`config.mk`:
```
export PLATFORM = sky130hd
export DESIGN_NAME = axis_digest_tx
export DESIGN_NICKNAME = d
export VERILOG_FILES = /design/src/rtl/axis_digest_tx.sv
export SDC_FILE = /design/constraint.sdc
export NUM_CORES = 1
export LEC_CHECK = 0
export BUFFER_PORTS_ARGS = -buffer_cell sky130_fd_sc_hd__buf_2
export CAP_MARGIN = 20
export CORE_AREA = 2 2 634 636
export DETAILED_ROUTE_END_ITERATION = 12
export DIE_AREA = 0 0 636 638
export PLACE_DENSITY = 0.33
export SYNTH_ARGS = -nofsm -noshare
export SYNTH_HDL_FRONTEND = slang
export SYNTH_SLANG_ARGS = --single-unit
```
`constraint.sdc`:
```
create_clock -name ACLK -period 3.15 [get_ports ACLK]
set_input_delay 0.63 -clock ACLK [delete_from_list [all_inputs] [get_ports ACLK]]
set_output_delay 0.63 -clock ACLK [all_outputs]
set_load 0.1 [all_outputs]
```
`src/rtl/axis_digest_tx.sv`:
```
// axis_digest_tx
// Streams a SHA-3 digest out of a captured Keccak state over an AXI4-Stream
// style master port. A single-cycle LOAD captures the low 512 flat bits of the
// state plus the digest length, and the block then emits ceil(L/DATA_WIDTH)
// words, least-significant word first. Bits at or above the digest length are
// forced to zero.
//
// Ports:
//   ACLK      - clock, rising edge
//   ARESETn   - synchronous active-low reset
//   D_in      - Keccak state; lane [x][y] occupies flat bits 64*(5y+x) +: 64
//   LOAD      - capture request (accepted in IDLE or on the final handshake)
//   MODE      - digest length sampled with LOAD: 0=224 1=256 2=384 3=512
//   M_TDATA   - stream data word (zero while M_TVALID is low)
//   M_TVALID  - word valid
//   M_TREADY  - downstream ready
//   M_TLAST   - final word of the digest
//   M_TUSER   - MODE captured for the current packet
//   BUSY      - high while a packet is outstanding
module axis_digest_tx #(
  parameter int unsigned DATA_WIDTH = 16
) (
  input  logic                  ACLK,
  input  logic                  ARESETn,
  input  logic [0:4][0:4][63:0] D_in,
  input  logic                  LOAD,
  input  logic [1:0]            MODE,
  output logic [DATA_WIDTH-1:0] M_TDATA,
  output logic                  M_TVALID,
  input  logic                  M_TREADY,
  output logic                  M_TLAST,
  output logic [1:0]            M_TUSER,
  output logic                  BUSY
);

  // Index of the final word for each digest length: ceil(L/DATA_WIDTH) - 1.
  localparam logic [5:0] LAST_224 = 6'((224 + DATA_WIDTH - 1) / DATA_WIDTH - 1);
  localparam logic [5:0] LAST_256 = 6'((256 + DATA_WIDTH - 1) / DATA_WIDTH - 1);
  localparam logic [5:0] LAST_384 = 6'((384 + DATA_WIDTH - 1) / DATA_WIDTH - 1);
  localparam logic [5:0] LAST_512 = 6'((512 + DATA_WIDTH - 1) / DATA_WIDTH - 1);

  typedef enum logic {
    IDLE = 1'b0,
    SEND = 1'b1
  } state_t;

  state_t         state;
  state_t         state_nxt;
  logic [5:0]     cnt;
  logic [5:0]     cnt_nxt;
  logic [511:0]   shadow;
  logic [1:0]     mode_q;
  logic           capture;
  logic           hs;
  logic           last_word;
  logic [5:0]     last_idx;
  logic [511:0]   len_mask;
  logic [511:0]   masked;
  logic [511:0]   shifted;
  logic [1599:0]  flat;
  logic           unused_lanes;

  // Keccak lane order: lane [x][y] lands at flat offset 64*(5y+x).
  for (genvar y = 0; y < 5; y++) begin : g_row
    for (genvar x = 0; x < 5; x++) begin : g_col
      assign flat[64*(5*y+x) +: 64] = D_in[x][y];
    end
  end

  // Only the first eight lanes can ever hold digest bits.
  assign unused_lanes = ^flat[1599:512];

  // Per-mode word count and valid-bit mask.
  always_comb begin
    last_idx = LAST_224;
    len_mask = '0;
    unique case (mode_q)
      2'd0: begin
        last_idx = LAST_224;
        len_mask = {{288{1'b0}}, {224{1'b1}}};
      end
      2'd1: begin
        last_idx = LAST_256;
        len_mask = {{256{1'b0}}, {256{1'b1}}};
      end
      2'd2: begin
        last_idx = LAST_384;
        len_mask = {{128{1'b0}}, {384{1'b1}}};
      end
      default: begin
        last_idx = LAST_512;
        len_mask = '1;
      end
    endcase
  end

  assign masked    = shadow & len_mask;
  assign shifted   = masked >> (cnt * DATA_WIDTH);
  assign last_word = (cnt == last_idx);
  assign hs        = M_TVALID && M_TREADY;

  // State register
  always_ff @(posedge ACLK) begin
    if (!ARESETn) begin
      state <= IDLE;
    end else begin
      state <= state_nxt;
    end
  end

  // Next-state logic; a LOAD on the final handshake restarts the packet
  // without passing through IDLE so the stream has no bubble.
  always_comb begin
    state_nxt = state;
    cnt_nxt   = cnt;
    capture   = 1'b0;
    unique case (state)
      IDLE: begin
        if (LOAD) begin
          capture   = 1'b1;
          cnt_nxt   = '0;
          state_nxt = SEND;
        end
      end
      SEND: begin
        if (hs) begin
          if (last_word) begin
            cnt_nxt = '0;
            if (LOAD) begin
              capture = 1'b1;
            end else begin
              state_nxt = IDLE;
            end
          end else begin
            cnt_nxt = cnt + 6'd1;
          end
        end
      end
      default: begin
        state_nxt = IDLE;
        cnt_nxt   = '0;
      end
    endcase
  end

  // Datapath registers
  always_ff @(posedge ACLK) begin
    if (!ARESETn) begin
      cnt    <= '0;
      shadow <= '0;
      mode_q <= '0;
    end else begin
      cnt <= cnt_nxt;
      if (capture) begin
        shadow <= flat[511:0];
        mode_q <= MODE;
      end
    end
  end

  // Outputs
  always_comb begin
    M_TVALID = (state == SEND);
    BUSY     = (state == SEND);
    M_TLAST  = (state == SEND) && last_word;
    M_TUSER  = mode_q;
    M_TDATA  = (state == SEND) ? shifted[DATA_WIDTH-1:0] : '0;
  end

endmodule

```
==> impl_metrics.json <==
{
  "met2_usage_pct": 11.8,
  "die_area_mm2": 0.406,
  "routed_via_density": 2.69,
  "cts_buffers": 74,
  "r2r_start": "cnt[0]",
  "wl_um": 160000,
  "die_x_um": 636,
  "leakagePower_nw": 12.3,
  "h-tree-depth": 3,
  "ys_ff_latch": 521,
  "yosysUniqueCellTypes": 54,
  "synth-edff-count": 0,
  "fin_area_mm2": 0.0379,
  "syn_avg_cell_area_um2": 8.78,
  "ant_nets": 0,
  "ios": 1627,
  "grtUsageMet1_pct": 9.19,
  "synthArstFlopShare_pct": 0,
  "finalHoldViolCount": 0,
  "startpoint_type": "flop",
  "critPathKind": "reg -> out",
  "clock_sinks": 521,
  "yosysSeqAreaShare_pct": 43.4,
  "synth_area_mm2": 0.0240,
  "synthTopCellsByArea": "dfxtp_1 43%, mux4_2 9.4%, o21ai_0 9.1%, nand3_1 8.8%, nand2_1 8.5%",
  "syn-instance-count": 2738,
  "hpwl_um": 132000,
  "p_total_mw": 18.1,
  "clock_path_buffers": 4,
  "status": "complete, but fails checks",
  "synth_top_area_share_pct": 43.4,
  "grt_max_degree": 178,
  "crit_required_ps": 2520,
  "cts_root_buf": "clkbuf_16",
  "worstHoldStart": "D_in[942]",
  "die_height_um": 638,
  "ys_warn_count": 0,
  "grt_overflow_total": 0,
  "routabilityCongestion": 0.768,
  "crit_path_max_fanout": 8,
  "grt_usage_pct": 7.64,
  "violations": "setup timing",
  "rsz0062_at_grt": "yes",
  "initial_core_util_pct": 6.03,
  "synthToLayoutAreaGrowth_pct": 57.9,
  "synth_most_common_cell": "nand2_1",
  "crit_start": "cnt[0]",
  "finalCritPeriodShare_pct": 126,
  "power_density_mw_per_mm2": 477,
  "clk_latency_ps": 760,
  "coreArea_mm2": 0.399,
  "yosys.area.top_type": "dfxtp_1",
  "tritoncts": "yes",
  "rows": 232,
  "fin_crit_ps": 3960,
  "ir_drop_uv": 372,
  "yosys-top-cells-count": "545 x nand2_1, 521 x dfxtp_1, 436 x o21ai_0",
  "timing.fmax_ghz": 0.253,
  "drive_above_1_share_pct": 36.8,
  "post_drt_wl_per_cell_um": 18.5,
  "drv_slew": 0,
  "slew_headroom_pct": 51.9,
  "path_clk_slew_ps": 60,
  "syn_nets": 4345,
  "nets": 4897,
  "max_cap_viol_count": 0,
  "vias": 23300,
  "ff2ff_setup_slack_ps": 230,
  "drt-initial-drc-count": 1174,
  "holdWs_ps": 77.8,
  "grt-busiest-layer": "met2",
  "grtUsageMet3_pct": 3.79,
  "end_kind": "output pin",
  "first_global_vias": 22700,
  "finalWorstSetupSlack_ps": -809,
  "io_buffers": 538,
  "grt_pass1_wl_um": 209000,
  "worstMarginPinSlew_ps": 721,
  "drt_pass1_iterations": 5,
  "hp-class": "in -> reg",
  "setup_viol": 16,
  "antenna_found_initial": 222,
  "synth_ff_type": "dfxtp_1",
  "worst_ep_arrival_time_ps": 3330,
  "drcViolationCount": 0,
  "place_area_mm2": 0.0346,
  "skew_ps": 34.7
}
metrics by stage:
stage	util, %	std cells	TNS, ps	worst slack [ps]
2_1_floorplan	-	2738	0	49.1
3_3_place_gp	8.67	8448	-8200	-721
3_5_place_dp	8.67	8448	-8040	-691
4_1_cts	9.43	8596	-14200	-911
5_1_grt	9.51	8632	-14110	-934
6_report	9.52	8648	-11630	-809
cells by family (layout without fill, tap and decap cells):
logic type | Yosys count | count (layout) | share of synthesized area (%)
other cells | 0 | 44 | 0
flops | 521 | 521 | 43.4
xor+xnor | 2 | 2 | 0.0729
simple gates | 1127 | 1127 | 22.9
buf+inv | 287 | 888 | 5.76
compound gates | 631 | 631 | 15.5
fa+ha+maj | 1 | 1 | 0.0521
mux | 169 | 169 | 12.3
flip-flops by register name (all words and copies together) (netlist names):
register / count
shadow: 512
M_TUSER: 2
BUSY: 1
cnt: 6
worst max-delay path: stages (launching register included):
cell       delay [ps]
dfxtp_4           340
buf_12            160
buf_6             150
mux2i_4           250
a22o_1            280
a2111oi_4         470
clkbuf_16         230
a221oi_2           40
buf_6             190
o22ai_4           200
buf_12            200
power breakdown:
part / total [mW] / internal [mW] / switching (mW)
combinational: 2.47 / 0.994 / 1.48
sequential: 7.24 / 7.00 / 0.246
clock: 8.38 / 4.91 / 3.47
total: 18.1 / 12.9 / 5.20
timing repair:
action | 4_1_cts | 5_1_grt
resized for setup | 71 | 44
endpoints found under the hold margin | 5 | 0
hold buffers | 5 | 0
setup buffers | 17 | 11
setup endpoints to repair | 17 | 17
pin swaps | 6 | 10
cloned | 4 | 0
worst paths after layout:
check,cells after the start,to
setup reg to reg,10,shadow[372]
setup / recovery,10,M_TDATA[12]
hold / removal,3,shadow[174]
hold reg to reg,2,shadow[181]
layout make-up:
cell class	instances	area (µm²)
Multi-Input combinational cell	1930	12800
Antenna cell	44	110
Clock inverter	18	191
Clock buffer	107	2120
Fill cell	46300	361000
Tap cell	5265	6590
Sequential cell	521	10400
Inverter	4	15.0
Timing Repair Buffer	759	5650
per-layer routing:
layer | wire [µm] | vias to the layer above
met2 | 69300 | 842
met5 | 911 | -
met3 | 17900 | 468
li1 | - | 10900
met1 | 66300 | 10900
met4 | 5910 | 146
cell usage in the layout, fill, tap and decap left out, types with 8 or more instances in the layout:
cell / Yosys / routed
a21oi_1: 15 / 11
a22oi_1: 9 / 8
buf_12: 0 / 77
buf_2: 73 / 520
buf_4: 9 / 133
buf_6: 8 / 9
clkbuf_1: 142 / 22
clkbuf_16: 0 / 79
clkbuf_8: 0 / 8
dfxtp_1: 521 / 515
diode_2: 0 / 44
mux2i_1: 62 / 52
mux4_2: 100 / 100
nand2_1: 545 / 544
nand3_1: 423 / 423
nand3_2: 100 / 100
nor2_1: 18 / 16
o21ai_0: 436 / 427
o21ai_1: 14 / 20
o21ai_2: 87 / 88
o221ai_2: 0 / 8
o221ai_4: 0 / 9
o22a_1: 9 / 9
(Power assumes the default switching activity.)
